`src/rtl/sprite_compositor_if.sv`:
```
// sprite_compositor_if: pixel-stream and collision signals between the
// sprite drawers, the compositor and the VGA output stage.
`default_nettype none

interface sprite_compositor_if #(
  parameter int NUM_SPR = 4,
  parameter int COLOR_W = 8
);
  logic                       frame_start;
  logic                       video_on;
  logic [NUM_SPR-1:0]         spr_draw;
  logic [NUM_SPR-1:0]         spr_enable;
  logic [NUM_SPR*COLOR_W-1:0] spr_color;
  logic [COLOR_W-1:0]         rgb;
  logic                       rgb_valid;
  logic [NUM_SPR-1:0]         coll_flags;
  logic                       coll_irq;

  modport master (
    output frame_start, video_on, spr_draw, spr_enable, spr_color,
    input  rgb, rgb_valid, coll_flags, coll_irq
  );

  modport slave (
    input  frame_start, video_on, spr_draw, spr_enable, spr_color,
    output rgb, rgb_valid, coll_flags, coll_irq
  );
endinterface

`default_nettype wire

```
`src/rtl/sprite_compositor.sv`:
```
// ============================================================================
// Module  : sprite_compositor
// Brief   : Fixed-priority RGB332 sprite merge (2-cycle latency) with
//           per-frame sprite overlap flags (built when COMPOSITOR_COLLISION_EN
//           is defined).
// Revision: 1.0
// ============================================================================
`default_nettype none

module sprite_compositor #(
  parameter int                 NUM_SPR  = 4,
  parameter int                 COLOR_W  = 8,
  parameter logic [COLOR_W-1:0] BG_COLOR = {COLOR_W{1'b0}}
) (
  input  wire logic         clk,
  input  wire logic         rst_n,
  sprite_compositor_if.slave bus
);

  logic [NUM_SPR-1:0]         w_eff;
  logic [NUM_SPR-1:0]         r_s1_eff;
  logic [NUM_SPR*COLOR_W-1:0] r_s1_color;
  logic                       r_s1_video;
  logic [COLOR_W-1:0]         w_pix;
  logic [COLOR_W-1:0]         r_rgb;
  logic                       r_rgb_valid;

  assign w_eff = bus.spr_draw & bus.spr_enable & {NUM_SPR{bus.video_on}};

  always_ff @(posedge clk or negedge rst_n) begin
    if (!rst_n) begin
      r_s1_eff   <= '0;
      r_s1_color <= '0;
      r_s1_video <= 1'b0;
    end else begin
      r_s1_eff   <= w_eff;
      r_s1_color <= bus.spr_color;
      r_s1_video <= bus.video_on;
    end
  end

  // Scan from the top so the lowest lit index is the last (winning) write.
  always_comb begin
    w_pix = BG_COLOR;
    for (int i = NUM_SPR - 1; i >= 0; i--) begin
      if (r_s1_eff[i]) w_pix = r_s1_color[i*COLOR_W +: COLOR_W];
    end
  end

  always_ff @(posedge clk or negedge rst_n) begin
    if (!rst_n) begin
      r_rgb       <= '0;
      r_rgb_valid <= 1'b0;
    end else begin
      r_rgb       <= r_s1_video ? w_pix : '0;
      r_rgb_valid <= r_s1_video;
    end
  end

  assign bus.rgb       = r_rgb;
  assign bus.rgb_valid = r_rgb_valid;

`ifdef COMPOSITOR_COLLISION_EN
  localparam int c_cnt_w = $clog2(NUM_SPR + 1);

  typedef enum logic [1:0] {
    S_IDLE  = 2'd0,
    S_ACCUM = 2'd1,
    S_LATCH = 2'd2
  } state_t;

  state_t             r_state;
  state_t             w_next;
  logic               r_s1_fs;
  logic [c_cnt_w-1:0] w_cnt;
  logic               w_overlap;
  logic [NUM_SPR-1:0] r_acc;
  logic [NUM_SPR-1:0] r_coll_flags;
  logic               r_coll_irq;

  // frame_start rides with S1 so an overlap entering on the same input
  // cycle is still counted in the frame that is closing.
  always_ff @(posedge clk or negedge rst_n) begin
    if (!rst_n) r_s1_fs <= 1'b0;
    else        r_s1_fs <= bus.frame_start;
  end

  always_comb begin
    w_cnt = '0;
    for (int i = 0; i < NUM_SPR; i++) begin
      w_cnt = w_cnt + c_cnt_w'(r_s1_eff[i]);
    end
  end

  assign w_overlap = (w_cnt >= c_cnt_w'(2));

  always_ff @(posedge clk or negedge rst_n) begin
    if (!rst_n) r_state <= S_IDLE;
    else        r_state <= w_next;
  end

  always_comb begin
    w_next = r_state;
    case (r_state)
      S_IDLE:  if (r_s1_fs) w_next = S_ACCUM;
      S_ACCUM: if (r_s1_fs) w_next = S_LATCH;
      S_LATCH: w_next = S_ACCUM;
      default: w_next = S_IDLE;
    endcase
  end

  always_ff @(posedge clk or negedge rst_n) begin
    if (!rst_n) begin
      r_acc        <= '0;
      r_coll_flags <= '0;
      r_coll_irq   <= 1'b0;
    end else begin
      r_coll_irq <= 1'b0;
      case (r_state)
        S_ACCUM: if (w_overlap) r_acc <= r_acc | r_s1_eff;
        S_LATCH: begin
          r_coll_flags <= r_acc;
          r_coll_irq   <= |r_acc;
          r_acc        <= w_overlap ? r_s1_eff : '0;
        end
        default: r_acc <= '0;
      endcase
    end
  end

  assign bus.coll_flags = r_coll_flags;
  assign bus.coll_irq   = r_coll_irq;
`else
  assign bus.coll_flags = '0;
  assign bus.coll_irq   = 1'b0;
`endif

endmodule

`default_nettype wire

```
`src/flat_wrapper.sv`:
```
// flat-port wrapper written by rule: the top's interface ports become plain ports
module sprite_compositor_flat 
#(
  parameter int                 NUM_SPR  = 4,
  parameter int                 COLOR_W  = 8,
  parameter logic [COLOR_W-1:0] BG_COLOR = {COLOR_W{1'b0}}
)
  (clk, rst_n, bus_frame_start, bus_video_on, bus_spr_draw, bus_spr_enable, bus_spr_color, bus_rgb, bus_rgb_valid, bus_coll_flags, bus_coll_irq);
  sprite_compositor_if #(.NUM_SPR(NUM_SPR), .COLOR_W(COLOR_W)) bus_i ();
  input  wire logic clk;
  input  wire logic rst_n;
  input wire logic [$bits(bus_i.frame_start)-1:0] bus_frame_start;
  input wire logic [$bits(bus_i.video_on)-1:0] bus_video_on;
  input wire logic [$bits(bus_i.spr_draw)-1:0] bus_spr_draw;
  input wire logic [$bits(bus_i.spr_enable)-1:0] bus_spr_enable;
  input wire logic [$bits(bus_i.spr_color)-1:0] bus_spr_color;
  output wire logic [$bits(bus_i.rgb)-1:0] bus_rgb;
  output wire logic [$bits(bus_i.rgb_valid)-1:0] bus_rgb_valid;
  output wire logic [$bits(bus_i.coll_flags)-1:0] bus_coll_flags;
  output wire logic [$bits(bus_i.coll_irq)-1:0] bus_coll_irq;
  assign bus_i.frame_start = bus_frame_start;
  assign bus_i.video_on = bus_video_on;
  assign bus_i.spr_draw = bus_spr_draw;
  assign bus_i.spr_enable = bus_spr_enable;
  assign bus_i.spr_color = bus_spr_color;
  assign bus_rgb = bus_i.rgb;
  assign bus_rgb_valid = bus_i.rgb_valid;
  assign bus_coll_flags = bus_i.coll_flags;
  assign bus_coll_irq = bus_i.coll_irq;
  sprite_compositor #(.NUM_SPR(NUM_SPR), .COLOR_W(COLOR_W), .BG_COLOR(BG_COLOR)) u_core (.clk(clk), .rst_n(rst_n), .bus(bus_i));
endmodule
```
`config.mk`:
```
export PLATFORM = sky130hd
export DESIGN_NAME = sprite_compositor_flat
export DESIGN_NICKNAME = d
export VERILOG_FILES = /design/src/rtl/sprite_compositor_if.sv /design/src/rtl/sprite_compositor.sv /design/src/flat_wrapper.sv
export SDC_FILE = /design/constraint.sdc
export NUM_CORES = 1
export LEC_CHECK = 0
export ABC_CLOCK_PERIOD_IN_PS = 2130
export CAP_MARGIN = 20
export CORE_AREA = 5 5 61 69
export CTS_CLUSTER_SIZE = 14
export DETAILED_ROUTE_END_ITERATION = 10
export DIE_AREA = 0 0 66 74
export GPL_TIMING_DRIVEN = 1
export PLACE_DENSITY = 0.81
export SYNTH_ARGS = -nofsm -noshare
export SYNTH_HDL_FRONTEND = slang
export SYNTH_SLANG_ARGS = --single-unit
```
`constraint.sdc`:
```
create_clock -name clk -period 2.13 [get_ports clk]
set_clock_uncertainty 0.1 [all_clocks]
set_input_delay 0.426 -clock clk [delete_from_list [all_inputs] [get_ports clk]]
set_output_delay 0.426 -clock clk [all_outputs]
set_load 0.02 [all_outputs]
```
# --- Yosys cells after proc, flatten, opt, wreduce, memory -nomap -nowiden ---
# Cells that the tools add are included.
# Widths: inputs -> output; s select.
op_classes:
  n_mux: 5
  bitwise: 2
op_table:
  columns: ["op", "n"]
  rows:
  - ["$mux 8", 5]
  - ["$and 4x4->4", 2]
totals:
  input_bits: 44
  elab_cells: 12
  register_bits: 46
  out_inout_bits: 14

# --- Longest topological paths before layout ---
# Gate-level depths: netlist of the first run.
depth:
  ltp_word: 5
  depth_mapped: 5

# --- Least setup slack after synthesis of the first run ---
# OpenSTA, ideal clock, no wires.
synth_path:
  path_kind: "register to register"
  startpoint: "reg u_core.r_s1_eff[2]"
  endpoint: "reg u_core.r_rgb[0], in the netlist u_core.bus.rgb[0]"
  period_less_slack_ps: 1157
  setup_ps: 126
  required_time_ps: 1904
  n_path_buf: 2
  t_arrival_ps: 931
  setup_slack_ps: 973
  path_stages_with_launch: 6
  cell_sequence: "dfrtp_1 -> buf_6 -> nor2b_4 -> buf_6 -> a221oi_2 -> o21ai_1"
synth_via:
  elab_chain_cells: 4
synth_rtl:
  columns: ["element", "line", "text"]
  rows:
  - ["start, declared", "sprite_compositor.sv:21", "logic [NUM_SPR-1:0] r_s1_eff;"]
  - ["start signal, assigned", "sprite_compositor.sv:36", "r_s1_eff <= w_eff;"]
  - ["$mux 8 (3 in a row)", "sprite_compositor.sv:46", "if (r_s1_eff[i]) w_pix = r_s1_color[i*COLOR_W +: COLOR_W];"]
  - ["$mux 8", "sprite_compositor.sv:55", "r_rgb <= r_s1_video ? w_pix : '0;"]
  - ["end signal, assigned", "sprite_compositor.sv:55", null]
  - ["end, declared", "sprite_compositor.sv:25", "logic [COLOR_W-1:0] r_rgb;"]
# Every way passes these cells.

# --- Worst setup path in the final report of the first run ---
layout_path:
  startpoint: "reg u_core.r_rgb_valid, in the netlist u_core.bus.rgb_valid"
  endpoint: "out bus_rgb_valid"
layout_lines:
  columns: ["element", "line", "text"]
  rows:
  - ["start, declared", "sprite_compositor.sv:26", "logic r_rgb_valid;"]
  - ["start signal, assigned", "sprite_compositor.sv:56", "r_rgb_valid <= r_s1_video;"]
  - ["end, declared", "flat_wrapper.sv:18", "output wire logic [$bits(bus_i.rgb_valid)-1:0] bus_rgb_valid;"]
# No word-level cell between the ends.

==> impl_metrics.py, run 1 <==
metrics = {
    "outcome": {
        "status": "finished clean",
    },
    "sta": {
        "fin_hold_ws_ps": 99.8,
        "hold_viol": 0,
        "maxSlewHeadroom_pct": 63.5,
        "setup_viol": 0,
        "fin_crit_sh_pct": 83.4,
        "period_minus_slack_ps": 1780,
        "drv_slew": 0,
        "fin_setup_tns_ps": 0,
        "fin_ws_ps": 354,
        "rsz0062_at_grt": "false",
        "tightestPinTransition_ps": 547,
        "max_freq_mhz": 563,
    },
    "global_routing": {
        "grt_start_max_net_pins": 47,
        "met1_usage_pct": 15.6,
        "grt_pass1_wl_um": 4550,
        "grt-ovfl-total": 0,
        "use_met2_pct": 21.2,
        "grt_pass1_vias": 976,
        "gr-usage-all-layers_pct": 13.1,
        "grt_use_met3_pct": 6.34,
        "antenna_found_initial": 0,
        "top_usage_layer": "met2",
    },
    "cts": {
        "cts_tree": "built",
        "clk_latency_ps": 290,
        "htree_levels": 2,
        "ctsResizeCount": 0,
        "clk_pin_slew_ps": 80,
        "cts.sinks": 46,
        "cts_buffers": 5,
        "cts_setup_buffers": 0,
        "hold_buffers": 0,
        "clockBufferDepth": 2,
        "clock-root-buffer": "clkbuf_8",
    },
    "pwr": {
        "p_leak_uw": 0.000912,
        "peakVddDrop_mv": 0.598,
        "power_density_nw_per_um2": 775,
    },
    "placement": {
        "dp_hpwl_um": 2110,
        "pre_cts_slack_ps": 620,
        "place_congestion": 0.682,
        "dpl_cell_area_sq_um": 2030,
        "portBuffers": 51,
    },
    "detailed_routing": {
        "wl_per_cell_um": 14.0,
        "drt_first_pass_iters": 4,
        "vias": 922,
        "ant_nets": 0,
        "drt-initial-drc-count": 17,
        "drc": 0,
        "wl_um": 2830,
        "viasPerCell": 4.56,
    },
    "floorplan": {
        "die_h_um": 74,
        "io_pins": 58,
        "core_area_sq_um": 3480,
        "start_util_pct": 43.4,
        "rows": 23,
        "die_area_sq_um": 4880,
        "chipWidth_um": 66,
    },
    "setup_path": {
        "path_cells": "clkdlybuf4s50_1",
        "critPathLaunchType": "flip-flop",
        "path_buf_inv": 1,
        "critPathRequiredTime_ps": 1600,
        "cp_top_family": "buffers and inverters",
        "path_max_fanout": 1,
        "critical_path_class": "reg2out",
        "max_stage_delay_ps": 610,
        "arrival_ps": 1250,
        "end_kind": "output pin",
        "crit_slowest_cell": "clkdlybuf4s50_1",
    },
    "finish": {
        "num_antenna_cells": 0,
        "post-route-util_pct": 61.1,
        "multi_input_area_sq_um": 302,
        "final_net_count": 195,
        "seqCellArea_sq_um": 1150,
        "fillers": 255,
        "syn_to_final_growth_pct": 40.8,
        "layout-drive-gt1-share_pct": 11.8,
        "final_cell_area_sq_um": 2130,
    },
    "synth": {
        "synth_seq_cells": 46,
        "syn_area_sq_um": 1510,
        "ys_seq_area_share_pct": 76.2,
        "yosysWarnings": 0,
        "syn_area_per_cell_sq_um": 15.6,
        "syn_inst": 97,
        "synth_cell_types": 17,
    },
    "flow_run": {
        "drv_cap": 0,
    },
    "min_path": {
        "min_path_type": "in2async",
    },
}
## cell type report
| type | instances | share of cell area, % |
|---|---|---|
| Inverter | 1 | 0.176 |
| Multi-Input combinational cell | 45 | 14.2 |
| Clock buffer | 6 | 3.88 |
| Sequential cell | 46 | 54.1 |
| Timing Repair Buffer | 52 | 24.1 |
| Tap cell | 50 | 2.94 |
| Clock inverter | 2 | 0.588 |
## cells in the final DEF (no fill, tap or decap), drive strengths merged
cell,instances
o21ai,16
conb,5
nand2,7
and2,1
inv,1
dfrtp,46
clkinv,1
clkdlybuf4s50,50
nand3,1
and3,4
a221oi,8
nor2b,3
clkinvlp,1
buf,2
clkbuf,6
## final timing paths
kind / from / cells after the start / slack, ps / endpoint
max: u_core.bus.rgb_valid / 1 / 350 / bus_rgb_valid
min: rst_n / 2 / 100 / u_core.r_s1_color[3]
max in group asynchronous: rst_n / 2 / 1460 / u_core.r_s1_color[29]
min in group clk: u_core.r_s1_video / 0 / 310 / u_core.bus.rgb_valid
max reg2reg: u_core.r_s1_eff[2] / 3 / 640 / u_core.bus.rgb[5]
min reg2reg: u_core.r_s1_video / 0 / 310 / u_core.bus.rgb_valid
## cell families (layout without fill, tap and decap cells)
family          count (synthesis)  in the layout  synth area share, %
other cells                     1              5                0.248
flops                          46             46                 76.2
simple gates                   16             16                 5.88
buf+inv                        10             61                 4.80
compound gates                 24             24                 12.8
## power by group
part	switching, uW	internal, uW
combinational	69.4	102
clock	280	261
sequential	20.8	916
## through the flow
step           std cells  total power, uW
3_3_place_gp         194             1120
4_1_cts              202             1670
5_1_grt              202             1710
2_1_floorplan        101             1010
6_report             202             1650
3_5_place_dp         194             1130
## registers in the layout (all words and copies together), names as in the netlist
signal / cells
u_core.r_s1_video: 1
u_core.bus.rgb: 8
u_core.bus.rgb_valid: 1
u_core.r_s1_color: 32
u_core.r_s1_eff: 4
## cells in the mapped netlist, drive strengths merged
cell / number / area [sq um]
dfrtp: 46 / 1150
o21ai: 16 / 80.1
a221oi: 8 / 114
buf: 8 / 65.1
nand2: 7 / 26.3
and3: 4 / 25.0
nor2b: 3 / 26.3
and2: 1 / 6.26
clkbuf: 1 / 3.75
conb: 1 / 3.75
inv: 1 / 3.75
nand3: 1 / 5.00
## per-layer routing
| layer | routed length, um | vias up | share of wire, % |
|---|---|---|---|
| li1 | - | 431 | - |
| met1 | 1070 | 442 | 38 |
| met2 | 1450 | 45 | 51 |
| met3 | 286 | 4 | 10 |
| met4 | 23 | 0 | 0.81 |
| met5 | 0 | - | 0 |
No activity file was read; power rests on OpenSTA's default activity.
==> inputs of run 2 (changes only) <==
ABC_CLOCK_PERIOD_IN_PS = 1600   (was 2130)
CORE_AREA = 5 5 67 75   (was 5 5 61 69)
DIE_AREA = 0 0 72 80   (was 0 0 66 74)
PLACE_DENSITY = 0.71   (was 0.81)
clock period = 1.6 ns   (was 2.13 ns; I/O delays follow)
==> impl_metrics.py, run 2 (synthesized netlist as in run 1, its figures left out) <==
metrics = {
    "setup_path": {
        "crit_slowest_cell": "dfrtp_1",
        "max_stage_delay_ps": 380,
        "cp_top_family": "flip-flops",
        "path_cells": "dlygate4sd2_1",
        "critPathRequiredTime_ps": 1180,
        "critical_path_class": "reg2out",
        "path_max_fanout": 1,
        "arrival_ps": 990,
        "critPathLaunchType": "flip-flop",
        "end_kind": "output pin",
        "path_buf_inv": 1,
    },
    "cts": {
        "clock-root-buffer": "clkbuf_8",
        "clk_pin_slew_ps": 80,
        "clk_latency_ps": 290,
        "htree_levels": 2,
        "cts.sinks": 46,
        "cts_buffers": 5,
        "clockBufferDepth": 2,
        "cts_setup_buffers": 0,
        "cts_tree": "built",
    },
    "global_routing": {
        "antenna_found_initial": 0,
        "grt-ovfl-total": 0,
        "grt_pass1_wl_um": 4830,
        "gr-usage-all-layers_pct": 11.6,
        "grt_start_max_net_pins": 28,
        "grt_pass1_vias": 1051,
    },
    "finish": {
        "syn_to_final_growth_pct": 43.2,
        "num_antenna_cells": 0,
        "final_net_count": 197,
        "layout-drive-gt1-share_pct": 11.0,
        "fillers": 378,
        "mostFrequentLayoutCells": "46 x dfrtp_1, 41 x clkdlybuf4s50_1, 9 x o21ai_0, 9 x dlygate4sd2_1",
        "instances_no_fill": 208,
        "largest_register": "u_core.r_s1_color",
        "mostFrequentLayoutCell": "dfrtp_1",
        "largest_reg_flops": 32,
    },
    "pwr": {
        "seq_power_share_pct": 54.3,
        "p_int_uw": 1820,
        "combPwrFrac_pct": 10.1,
        "power_density_nw_per_um2": 1060,
        "pwr-share-clk_pct": 35.6,
        "peakVddDrop_mv": 0.623,
        "switching_share_pct": 20.6,
        "p_leak_uw": 0.000965,
        "power_switching_uw": 472,
    },
    "floorplan": {
        "core_area_sq_um": 4190,
        "io_pins": 58,
        "die_h_um": 80,
        "die_area_sq_um": 5760,
        "chipWidth_um": 72,
        "start_util_pct": 36.0,
        "rows": 25,
    },
    "sta": {
        "fin_setup_tns_ps": 0,
        "setup_viol": 0,
        "drv_slew": 0,
        "period_minus_slack_ps": 1410,
        "max_freq_mhz": 707,
        "hold_viol": 0,
        "fin_crit_sh_pct": 88.4,
        "rsz0062_at_grt": "false",
    },
    "placement": {
        "place_congestion": 0.800,
        "dp_cells": 199,
        "portBuffers": 51,
        "dp_hpwl_um": 2320,
    },
    "detailed_routing": {
        "drt_first_pass_iters": 4,
        "drt-initial-drc-count": 8,
        "wl_per_cell_um": 14.2,
        "wl_um": 2950,
        "viasPerCell": 4.49,
        "drc": 0,
        "ant_nets": 0,
        "vias": 934,
    },
    "min_path": {
        "min_path_type": "reg2reg",
    },
    "outcome": {
        "status": "finished clean",
    },
    "flow_run": {
        "drv_cap": 0,
    },
}
run 2: worst paths after layout:
kind	startpoint	endpoint	slack, ps	cells after the start
worst max-delay path	u_core.bus.rgb[6]	bus_rgb[6]	190	1
worst min-delay path	u_core.r_s1_video	u_core.bus.rgb_valid	330	0
worst max register to register	u_core.r_s1_eff[1]	u_core.bus.rgb[3]	270	3
worst min register to register	u_core.r_s1_video	u_core.bus.rgb_valid	330	0
max in group asynchronous	rst_n	u_core.r_s1_color[23]	500	3
min in group asynchronous	rst_n	u_core.r_s1_color[13]	400	2
run 2: routing by layer:
layer | share of wire [%] | up-vias | GRT usage (%)
li1 | - | 433 | -
met1 | 40 | 451 | 13.7
met2 | 50 | 44 | 18.7
met3 | 8.3 | 6 | 4.66
met4 | 1.5 | 0 | 4.51
met5 | 0 | - | 0
run 2: final cells by class:
type	instances	area, sq um	area share (%)
clock buffer	7	76.3	3.53
clock inverter	1	30.0	1.39
inverter	1	3.75	0.174
multi-input combinational	45	302	13.9
sequential	46	1150	53.2
tap	54	67.6	3.13
timing repair buffer	54	532	24.6
run 2: through the flow:
step           total power (uW)  hold WS (ps)  utilization, %  area, sq um  worst slack (ps)
2_1_floorplan              1350         -75.6               -         1530               443
3_3_place_gp               1510           184            49.1         2060               240
3_5_place_dp               1510           197            49.1         2060               244
4_1_cts                    2320           326            51.6         2160               169
5_1_grt                    2390           343            51.6         2160               114
6_report                   2290           326            51.6         2160               185
run 2: timing repair:
action	in CTS	in global routing
gates resized for setup	9	0
endpoints found under the setup margin	9	0
hold endpoints to repair	19	0
hold buffers	1	0
run 2: worst register-to-register path, delay by kind of cell, from the launching register on:
kind / cells / cell delay (ps)
buf+inv: 1 / 220
compound gates: 2 / 300
flops: 1 / 600
run 2: power by group through the flow:
stage               Sequential, uW  Combinational [uW]  Clock (uW)
floorplan                     1280                71.3           0
global placement              1270                 238           0
detailed placement            1270                 243           0
CTS                           1250                 236         841
global route                  1250                 252         884
finish                        1250                 231         816
==> inputs of run 3 (changes only) <==
ABC_AREA = 1   (was unset)
CORE_AREA = 5 5 68 76   (was 5 5 67 75)
DIE_AREA = 0 0 73 81   (was 0 0 72 80)
PLACE_DENSITY = 0.73   (was 0.71)
==> impl_metrics.py, run 3 <==
metrics = {
    "setup_path": {
        "path_cells": "dlygate4sd2_1",
        "path_buf_inv": 1,
        "critPathLaunchType": "flip-flop",
        "reg2reg_from": "u_core.r_s1_eff[1]",
        "arrival_ps": 1000,
        "worstSetupStartpoint": "u_core.bus.rgb[7]",
        "path_max_fanout": 1,
        "endpoint": "bus_rgb[7]",
        "reg2reg_depth": 3,
        "r2r_setup_slack_ps": 410,
        "path_depth": 1,
        "crit_slowest_cell": "dfrtp_1",
        "cp_top_family": "flip-flops",
        "critical_path_class": "reg2out",
        "critPathRequiredTime_ps": 1180,
        "r2r_end": "u_core.bus.rgb[3]",
        "end_kind": "output pin",
        "max_stage_delay_ps": 380,
    },
    "global_routing": {
        "grt_pass1_vias": 1071,
        "grt_pass1_wl_um": 4970,
        "grt-ovfl-total": 0,
        "gr-usage-all-layers_pct": 11.9,
        "grt_start_max_net_pins": 26,
        "antenna_found_initial": 0,
    },
    "cts": {
        "clock-root-buffer": "clkbuf_8",
        "clk_pin_slew_ps": 80,
        "cts.sinks": 46,
        "clockBufferDepth": 2,
        "cts_tree": "built",
        "clk_latency_ps": 290,
        "cts_setup_buffers": 0,
        "htree_levels": 2,
        "cts_buffers": 5,
    },
    "synth": {
        "synth_top_family_by_area": "simple AND/OR/NAND/NOR gates",
        "synthAdderAreaFrac_pct": 0,
        "yosys.area.top_type": "dfrtp_1",
        "ys_top_cells_by_area": "dfrtp_1 69%, nand3_2 4.8%, nand2_1 4.5%, a21oi_2 4.2%, buf_4 3.6%",
        "ys_seq_area_share_pct": 69.4,
        "synthFlopType": "dfrtp_1",
        "syn_area_per_cell_sq_um": 12.6,
        "synth_cell_types": 15,
        "yosysWarnings": 0,
        "synth-compound-area-share_pct": 9.05,
        "synth_edf_count": 0,
        "syn_area_sq_um": 1660,
        "synth_commonest_cells": "46 x dfrtp_1, 20 x nand2_1",
        "syn_inst": 132,
        "synth_xor_xnor_area_share_pct": 0,
        "yosys.area.top_type_share_pct": 69.4,
        "async_flop_share_pct": 100,
        "synth_most_common_cell": "dfrtp_1",
        "synth_seq_cells": 46,
        "synth.area.mux_share_pct": 0,
        "synth-simple-area-share_pct": 13.3,
    },
    "detailed_routing": {
        "wl_per_cell_um": 13.3,
        "ant_nets": 0,
        "wl_um": 3210,
        "vias": 1057,
        "drt_first_pass_iters": 4,
        "viasPerCell": 4.37,
        "drt-initial-drc-count": 36,
        "drc": 0,
    },
    "placement": {
        "place_congestion": 0.739,
        "dp_hpwl_um": 2530,
        "portBuffers": 51,
        "dpl_cell_area_sq_um": 2200,
    },
    "floorplan": {
        "die_h_um": 81,
        "die_area_sq_um": 5910,
        "start_util_pct": 39.0,
        "core_area_sq_um": 4250,
        "io_pins": 58,
        "rows": 25,
        "chipWidth_um": 73,
    },
    "finish": {
        "largest_register": "u_core.r_s1_color",
        "mostFrequentLayoutCells": "46 x dfrtp_1, 41 x clkdlybuf4s50_1, 20 x nand2_1",
        "post-route-util_pct": 54.2,
        "mostFrequentLayoutCell": "dfrtp_1",
        "final_net_count": 231,
        "layout-drive-gt1-share_pct": 19.7,
        "syn_to_final_growth_pct": 38.9,
        "final_cell_area_sq_um": 2300,
        "num_antenna_cells": 0,
        "largest_reg_flops": 32,
    },
    "pwr": {
        "combPwrFrac_pct": 10.8,
        "peakVddDrop_mv": 0.519,
        "power_switching_uw": 520,
        "pwr-share-clk_pct": 35.8,
        "power_density_nw_per_um2": 1020,
        "p_leak_uw": 0.00105,
        "seq_power_share_pct": 53.4,
        "switching_share_pct": 22.2,
        "p_int_uw": 1820,
    },
    "sta": {
        "rsz0062_at_grt": "false",
        "max_freq_mhz": 704,
        "fin_hold_ws_ps": 355,
        "fin_setup_tns_ps": 0,
        "fin_crit_sh_pct": 88.8,
        "setup_viol": 0,
        "hold_viol": 0,
        "drv_slew": 0,
        "period_minus_slack_ps": 1420,
    },
    "min_path": {
        "min_path_type": "in2reg",
    },
    "flow_run": {
        "drv_cap": 0,
    },
    "outcome": {
        "status": "finished clean",
    },
}
==> run 3: final cells by class <==
cell class              count  area, sq um
flip-flops and latches     46         1150
fillers                   362         1950
inverters                  12         62.6
repair buffers             53          524
well taps                  54         67.6
clock inverters             2         37.5
multi-input cells          69          389
clock buffers               6         72.6
==> run 3: how the worst min path moves through the flow <==
stage                                 end  slack, ps  depth (start not counted)               from
floorplan               u_core.bus.rgb[0]        -80                          0              rst_n
global placement     u_core.r_s1_color[3]        190                          1              rst_n
detailed placement   u_core.r_s1_color[3]        210                          1              rst_n
CTS                 u_core.r_s1_color[13]        340                          1  bus_spr_color[13]
global route        u_core.r_s1_color[14]        340                          1  bus_spr_color[14]
finish              u_core.r_s1_color[10]        350                          1  bus_spr_color[10]
==> run 3: cells by family (layout without fill, tap and decap cells) <==
logic type             count (synthesis)  after routing
other                                  1              5
buffers and inverters                 21             73
and+or+nand+nor                       40             40
AOI/OAI and AO/OA                     24             24
DFF                                   46             46
==> run 3: power groups by stage <==
| stage | clock (uW) | sequential (uW) | combinational (uW) |
|---|---|---|---|
| 6_report | 838 | 1250 | 254 |
| 2_1_floorplan | 0 | 1280 | 99.9 |
| 5_1_grt | 918 | 1260 | 279 |
| 3_5_place_dp | 0 | 1280 | 267 |
| 4_1_cts | 865 | 1250 | 260 |
| 3_3_place_gp | 0 | 1270 | 260 |
==> run 3: timing repair <==
action	in CTS	in global routing
endpoints found under the setup margin	9	0
resized for setup	9	0
hold buffers	1	0
endpoints found under the hold margin	21	0
==> run 3: per-stage QoR <==
step	power (uW)	cells	setup WS, ps
after floorplan	1380	136	636
after global placement	1530	233	273
after detailed placement	1540	233	260
after CTS	2380	242	169
after global routing	2460	242	141
final	2340	242	179
==> run 3: routing by layer <==
metal / share of wire, % / vias up / wire length (um) / global-route usage, %
li1: - / 514 / - / -
met1: 34 / 495 / 1100 / 12.2
met2: 55 / 41 / 1780 / 20.8
met3: 7.8 / 7 / 250 / 4.33
met4: 2.7 / 0 / 88 / 6.83
met5: 0 / - / 0 / 0
